File: config.mk
export PLATFORM = sky130hd
export DESIGN_NAME = contador_param
export DESIGN_NICKNAME = d
export VERILOG_FILES = /design/src/rtl/contador_param.sv
export SDC_FILE = /design/constraint.sdc
export NUM_CORES = 1
export LEC_CHECK = 0
export ABC_AREA = 0
export BUFFER_PORTS_ARGS = -buffer_cell sky130_fd_sc_hd__buf_2
export CAP_MARGIN = 20
export CORE_MARGIN = 5
export CORE_UTILIZATION = 59
export CTS_CLUSTER_DIAMETER = 50
export CTS_CLUSTER_SIZE = 30
export DETAILED_ROUTE_END_ITERATION = 8
export GPL_ROUTABILITY_DRIVEN = 0
export HOLD_SLACK_MARGIN = 0.05
export PLACE_DENSITY_LB_ADDON = 0.12
export SLEW_MARGIN = 20
export SYNTH_ARGS = -nofsm -noshare
export SYNTH_HDL_FRONTEND = slang
export SYNTH_SLANG_ARGS = --single-unit
File: constraint.sdc
create_clock -name clk -period 5.2 [get_ports clk]
set_input_delay 1.04 -clock clk [delete_from_list [all_inputs] [get_ports clk]]
set_output_delay 1.04 -clock clk [all_outputs]
set_load 0.02 [all_outputs]
File: src/rtl/contador_param.sv
// contador_param: parametrised up/down/step counter with parallel load.
// Per-slice ripple-carry/borrow flags and a sticky overflow flag are
// registered alongside Q. SAT selects wrap-around or clamping at the bounds.
// WIDTH must be a multiple of SLICE, and STEP must lie in 1..2^SLICE-1.
module contador_param #(
  parameter int WIDTH = 16,
  parameter int SLICE = 4,
  parameter int STEP  = 3,
  parameter int SAT   = 0,
  localparam int NS   = WIDTH / SLICE
) (
  input  logic             clk,
  input  logic             reset_L,
  input  logic             enb,
  input  logic [1:0]       modo,
  input  logic [WIDTH-1:0] D,
  output logic [WIDTH-1:0] Q,
  output logic [NS-1:0]    RCO,
  output logic             ovf
);

  localparam logic [WIDTH:0] ONE_W  = (WIDTH+1)'(1);
  localparam logic [WIDTH:0] STEP_W = (WIDTH+1)'(STEP);

  logic [WIDTH:0]   operand;
  logic             do_arith;
  logic             is_up;
  logic             is_load;
  logic [WIDTH:0]   result;
  logic             full_cy;
  logic [NS-1:0]    slice_cy;
  logic [WIDTH-1:0] q_next;
  logic [NS-1:0]    rco_next;
  logic             ovf_next;

  // Decode enable and mode into an operation; unknown modes fall to hold.
  always_comb begin
    operand  = '0;
    do_arith = 1'b0;
    is_up    = 1'b0;
    is_load  = 1'b0;
    if (enb) begin
      case (modo)
        2'b00: begin
          do_arith = 1'b1;
          is_up    = 1'b1;
          operand  = ONE_W;
        end
        2'b01: begin
          do_arith = 1'b1;
          operand  = ONE_W;
        end
        2'b10: begin
          do_arith = 1'b1;
          operand  = STEP_W;
        end
        2'b11: begin
          is_load = 1'b1;
        end
        default: begin
          do_arith = 1'b0;
        end
      endcase
    end
  end

  // Full-width add/subtract one bit wider than Q; the top bit is the carry or borrow.
  always_comb begin
    result  = is_up ? ({1'b0, Q} + operand) : ({1'b0, Q} - operand);
    full_cy = result[WIDTH];
  end

  // Carry/borrow out of each prefix Q[(i+1)*SLICE-1:0]: redo the operation on
  // the masked prefix; a borrow leaves the bit above the prefix set.
  always_comb begin
    logic [WIDTH:0] mask;
    logic [WIDTH:0] part;
    slice_cy = '0;
    for (int i = 0; i < NS; i++) begin
      mask = (ONE_W << ((i + 1) * SLICE)) - ONE_W;
      part = is_up ? (({1'b0, Q} & mask) + operand) : (({1'b0, Q} & mask) - operand);
      slice_cy[i] = part[(i + 1) * SLICE];
    end
  end

  // Next-state selection: load, wrap or clamp on overflow, else hold.
  always_comb begin
    q_next   = Q;
    rco_next = '0;
    ovf_next = ovf;
    if (is_load) begin
      q_next   = D;
      ovf_next = 1'b0;
    end else if (do_arith) begin
      if (full_cy) begin
        ovf_next = 1'b1;
        if (SAT != 0) begin
          q_next   = is_up ? '1 : '0;
          rco_next = '0;
        end else begin
          q_next   = result[WIDTH-1:0];
          rco_next = slice_cy;
        end
      end else begin
        q_next   = result[WIDTH-1:0];
        rco_next = slice_cy;
      end
    end
  end

  // Output registers with asynchronous active-low reset.
  always_ff @(posedge clk or negedge reset_L) begin
    if (!reset_L) begin
      Q   <= '0;
      RCO <= '0;
      ovf <= 1'b0;
    end else begin
      Q   <= q_next;
      RCO <= rco_next;
      ovf <= ovf_next;
    end
  end

endmodule

==> impl_metrics.env, run 1 <==
export IMPL_synth_area_leaders="dfrtp_1 (28%), nor2_1 (4.2%), clkbuf_1 (4.0%)"
export IMPL_htree_levels=1
export IMPL_drc=0
export IMPL_finalCritPeriodShare=0.789
export IMPL_cp_data_required_time_ns=5.35
export IMPL_seq_area_frac_synth=0.280
export IMPL_multi_input_area_um2=1210
export IMPL_synth_cells_most_frequent="dfrtp_1 (21), nor2_1 (21), clkbuf_1 (20)"
export IMPL_core_area_um2=3050
export IMPL_leakage_nw=0.912
export IMPL_dpl_hpwl_um=3440
export IMPL_yosysTopAreaCellShare=0.280
export IMPL_dp_cells=302
export IMPL_die_h_um=66.4
export IMPL_grt_use_met3=0.0357
export IMPL_syn_num_nets=265
export IMPL_num_vias=1975
export IMPL_cp_top_family="buffers and inverters"
export IMPL_die_x_um=66.4
export IMPL_fin_nets=289
export IMPL_grt_pass1_vias=1827
export IMPL_drt_iter0_drc=154
export IMPL_synthFlopType="dfrtp_1"
export IMPL_clk_insertion_delay_late_ns=0.31
export IMPL_fin_skew_ns=0.0139
export IMPL_setup_viol=0
export IMPL_wl_um=4790
export IMPL_top_usage_layer="met2"
export IMPL_worstPathArrival_ns=4.26
export IMPL_cp_start_kind="primary input"
export IMPL_min_period_ns=4.10
export IMPL_synth_top_area_cell="dfrtp_1"
export IMPL_regArea_um2=526
export IMPL_ctsResizeCount=0
export IMPL_grtUsageMet2=0.384
export IMPL_hold_viol_final=0
export IMPL_vias_per_cell=6.45
export IMPL_outcome="finished, final reports clean"
export IMPL_max_freq_mhz=244
export IMPL_slew_violations=0
export IMPL_avgSynthCellArea_um2=7.86
export IMPL_max_slew_margin=0.443
export IMPL_cts_tree="done"
export IMPL_clkSinkCount=21
export IMPL_start_util=0.616
export IMPL_postRouteAntennaNets=0
export IMPL_ys_warnings_count=0
export IMPL_worst_pin_slew_ns=0.835
export IMPL_port_buffers=41
export IMPL_synth_cells=239
export IMPL_cts_setup_buffers=0
export IMPL_path_cells="buf_2, nand2_1, ha_1, inv_1, nand2_4, inv_2, ha_1, inv_1, nor4_1, a211o_1, a311oi_1, a2111oi_2"
export IMPL_hp_class="reg2reg"
export IMPL_wl_per_cell_um=15.6
export IMPL_ys_ff_latch=21
export IMPL_grt_overflow_total=0
export IMPL_tns_ns=0
export IMPL_numCtsBuffers=3
export IMPL_clk_pin_slew_worst_paths_ns=0.13
export IMPL_rsz0062_at_grt="no"
export IMPL_synth_edf_count=0
export IMPL_ctsHoldBuffers=0
export IMPL_grt_pass1_wl_um=8290
export IMPL_final_layout_size_suffix_gt1_frac=0.202
export IMPL_power_density_nw_per_um2=368
export IMPL_netlist_area_um2=1880
export IMPL_slowest_stage="buf_2"
export IMPL_num_fill_cells=286
export IMPL_synth_async_sr_flop_share=1.00
export IMPL_cp_num_buf_inv=4
export IMPL_synth_cell_types=65
export IMPL_ctsLongestPathBuffers=2
export IMPL_instances_no_fill=306
export IMPL_vdd_drop_max_mv=0.269
export IMPL_rows=20
export IMPL_num_antenna_cells=0
export IMPL_io_pins=42
export IMPL_cpPeakStageDelay_ns=0.53
export IMPL_grt_max_degree=45
export IMPL_fp_dieArea_um2=4410
export IMPL_dr_pass1_iters=5
export IMPL_cp_max_fo=44
export IMPL_root_buffer="clkbuf_4"
export IMPL_crit_type="in2reg"
export IMPL_met1_usage=0.322
export IMPL_end_kind="flop"
export IMPL_area_growth_syn_to_layout_pct=10.6
export IMPL_antenna_found_initial=0
export IMPL_grt_usage=0.237
export IMPL_max_cap_viol_count=0
## tightest hold or removal path, cell delays in order (launching register included)
cell      delay, ns
dfrtp_1        0.42
inv_1          0.06
a221oi_1       0.06
## registers in the layout, indices dropped and copies added, names as in the netlist
name and count:
Q 16, RCO 4, ovf 1
## layout make-up
class | instances | share of cell area
sequential | 21 | 0.253
clock buffer | 4 | 0.0126
timing repair buffer | 42 | 0.102
tap | 44 | 0.0265
multi-input combinational | 181 | 0.580
inverter | 14 | 0.0253
## final timing paths
kind | slack (ns) | depth (start not counted) | to | from
min in group asynchronous | 0.66 | 1 | Q[14] | reset_L
hold / removal | 0.57 | 2 | ovf | ovf
hold reg to reg | 0.57 | 2 | ovf | ovf
setup reg to reg | 2.77 | 8 | Q[12] | Q[0]
max in group asynchronous | 4.21 | 1 | RCO[1] | reset_L
setup / recovery | 1.10 | 12 | Q[13] | enb
## power breakdown
| part | total (mW) | switching, mW | internal (mW) |
|---|---|---|---|
| combinational | 0.393 | 0.239 | 0.154 |
| clock | 0.0813 | 0.0513 | 0.0300 |
| sequential | 0.291 | 0.0867 | 0.204 |
| total | 0.765 | 0.377 | 0.388 |
## layer usage
layer / routed length [µm] / vias to the layer above
li1: - / 958
met1: 2170 / 914
met2: 2120 / 98
met3: 452 / 5
met4: 50 / 0
met5: 0 / -
## kinds of logic after synthesis
logic type / share of synthesized area
adder cells (fa/ha/maj): 0.0373
AO/OA/AOI/OAI: 0.313
AND/OR/NAND/NOR: 0.276
buffers and inverters: 0.0786
multiplexers: 0.0107
XOR/XNOR: 0.00466
flip-flops: 0.280
## metrics by stage
stage               setup WS [ns]  power (mW)  utilization  cell area, µm²  hold slack (ns)
global route                0.809       0.832        0.681            2080            0.623
floorplan                    1.43       0.575            -            1880            0.629
global placement            0.925       0.676        0.672            2050            0.537
detailed placement          0.875       0.679        0.672            2050            0.549
finish                       1.10       0.765        0.681            2080            0.568
CTS                          1.20       0.762        0.681            2080            0.569
## placed cells by master, fill, tap and decap left out, types with 3 or more instances in the layout
cell      synthesis  final
a211o_1           3      3
a31oi_1           3      3
buf_2             1     41
dfrtp_1          21     21
and3_1            5      5
clkbuf_4          0      3
nor2_1           21     21
a41oi_1           3      3
o211ai_1          4      4
and2_1            3      3
o21ai_0           9      9
nand2_1          18     18
or3_1             3      3
o22ai_1           4      4
a22oi_1           3      3
inv_1            13     13
nand3_1          14     14
ha_1              4      4
nand4_1           5      5
a21oi_1          11     11
a22o_1            8      8
nor3_1            9      9
Note: power is estimated with default switching activity, not from simulation.
==> inputs of run 2 (changes only) <==
- CORE_UTILIZATION: 59 -> 55
- clock period: 5.2 -> 4 ns (I/O delays scaled with it)
==> run 2 against run 1 <==
Largest cell class unchanged. Worst hold slack got worse by 0.15 ns. Wire length rose by 5.4%. Final cell count increased by 2.3%. Largest power group unchanged. Combinational power increased by 32%. Sequential cell count unchanged. Setup slack lost 0.34 ns. Die area rose by 6.2%.
==> impl_metrics.env, run 2 (synthesis results as in run 1) <==
export IMPL_rows=21
export IMPL_cts_tree="done"
export IMPL_cp_max_fo=19
export IMPL_intPower_mw=0.509
export IMPL_cts_setup_buffers=0
export IMPL_dpl_hpwl_um=3710
export IMPL_root_buffer="clkbuf_4"
export IMPL_num_fill_cells=344
export IMPL_start_util=0.568
export IMPL_cpPeakStageDelay_ns=0.51
export IMPL_regMostFlops="Q"
export IMPL_max_freq_mhz=308
export IMPL_area_growth_syn_to_layout_pct=12.7
export IMPL_power_density_nw_per_um2=475
export IMPL_ctsHoldBuffers=0
export IMPL_max_cap_viol_count=0
export IMPL_layout_commonest_cell="buf_2"
export IMPL_p_sw_frac=0.494
export IMPL_crit_type="in2reg"
export IMPL_drt_iter0_drc=138
export IMPL_place_area_um2=2090
export IMPL_stdcell_area_um2=2120
export IMPL_clkSinkCount=21
export IMPL_drc=0
export IMPL_wl_per_cell_um=16.1
export IMPL_max_slew_margin=0.576
export IMPL_grt_pass1_vias=1739
export IMPL_die_h_um=68.5
export IMPL_rsz0062_at_grt="no"
export IMPL_vias_per_cell=6.44
export IMPL_reg_top3="Q x16, RCO x4, ovf x1"
export IMPL_fp_dieArea_um2=4690
export IMPL_io_pins=42
export IMPL_largest_reg_flops=16
export IMPL_wl_um=5050
export IMPL_core_area_um2=3310
export IMPL_tns_ns=0
export IMPL_fin_skew_ns=0.00269
export IMPL_leakage_nw=0.936
export IMPL_path_cells="buf_2, or3b_1, nand2_4, inv_2, ha_1, nand4b_1, a2111oi_0, a211oi_1, mux2i_1, a221oi_1"
export IMPL_numCtsBuffers=3
export IMPL_worst_pin_slew_ns=0.631
export IMPL_slowest_stage="or3b_1"
export IMPL_p_comb_frac=0.516
export IMPL_htree_levels=1
export IMPL_ctsResizeCount=0
export IMPL_final_cell_mix="buf_2 (41), dfrtp_1 (21), nor2_1 (21)"
export IMPL_hold_viol_final=0
export IMPL_finalCritPeriodShare=0.810
export IMPL_ctsLongestPathBuffers=2
export IMPL_slew_violations=0
export IMPL_outcome="finished, final reports clean"
export IMPL_finish_utilization=0.640
export IMPL_report_power_total_mw=1.01
export IMPL_cp_data_required_time_ns=4.23
export IMPL_power_switching_mw=0.497
export IMPL_p_seq_frac=0.377
export IMPL_num_vias=2015
export IMPL_min_period_ns=3.24
export IMPL_clk_pin_slew_worst_paths_ns=0.12
export IMPL_dr_pass1_iters=5
export IMPL_fin_nets=294
export IMPL_num_antenna_cells=0
export IMPL_postRouteAntennaNets=0
export IMPL_grt_overflow_total=0
export IMPL_final_layout_size_suffix_gt1_frac=0.217
export IMPL_end_kind="flop"
export IMPL_die_x_um=68.5
export IMPL_hp_class="in2async"
export IMPL_vdd_drop_max_mv=0.262
export IMPL_port_buffers=41
export IMPL_grt_max_degree=27
export IMPL_cp_start_kind="primary input"
export IMPL_worstPathArrival_ns=3.47
export IMPL_clkPwrFrac=0.107
export IMPL_grt_pass1_wl_um=8070
export IMPL_grt_usage=0.228
export IMPL_hold_ws_ns=0.417
export IMPL_setup_viol=0
export IMPL_antenna_found_initial=0
export IMPL_clk_insertion_delay_late_ns=0.32
[run 2: routing by layer]
| layer | wire length [µm] | share of wire | GRT usage |
|---|---|---|---|
| met5 | 0 | 0 | 0 |
| met4 | 110 | 0.022 | 0.0943 |
| met3 | 521 | 0.10 | 0.0328 |
| met2 | 2190 | 0.43 | 0.347 |
| met1 | 2230 | 0.44 | 0.321 |
[run 2: path summary, 6_finish.rpt]
path                          to  slack, ns  depth (start not counted)    start
min                        Q[13]       0.42                          1  reset_L
max                          ovf       0.76                         10      enb
min reg2reg                  ovf       0.56                          2      ovf
max in group asynchronous   Q[7]       3.26                          1  reset_L
max reg2reg                  ovf       1.57                          8     Q[0]
min in group clk             ovf       0.56                          2      ovf
[run 2: final cells by class]
cell class / instances / area [µm²] / area share
Sequential cell: 21 / 526 / 0.248
Clock buffer: 4 / 26.3 / 0.0124
Tap cell: 46 / 57.6 / 0.0272
Timing Repair Buffer: 47 / 250 / 0.118
Inverter: 14 / 52.6 / 0.0248
Multi-Input combinational cell: 181 / 1210 / 0.569
[run 2: per-stage QoR]
stage / setup slack, ns / instances
after floorplan: 0.467 / 239
after global placement: 0.461 / 309
after detailed placement: 0.486 / 309
after CTS: 0.820 / 313
after global routing: 0.604 / 313
final: 0.758 / 313
[run 2: power by group through the flow]
stage | registers [mW] | clock network, mW | logic [mW]
5_1_grt | 0.394 | 0.115 | 0.570
4_1_cts | 0.377 | 0.110 | 0.515
3_5_place_dp | 0.381 | 0 | 0.512
3_3_place_gp | 0.381 | 0 | 0.512
2_1_floorplan | 0.382 | 0 | 0.365
6_report | 0.379 | 0.108 | 0.519
[run 2: worst max-delay path, delay by kind of cell]
kind | cells | cell delay, ns
AOI/OAI and AO/OA | 3 | 0.89
muxes | 1 | 0.17
buffers and inverters | 2 | 0.39
adders and majority gates | 1 | 0.39
and+or+nand+nor | 3 | 0.81
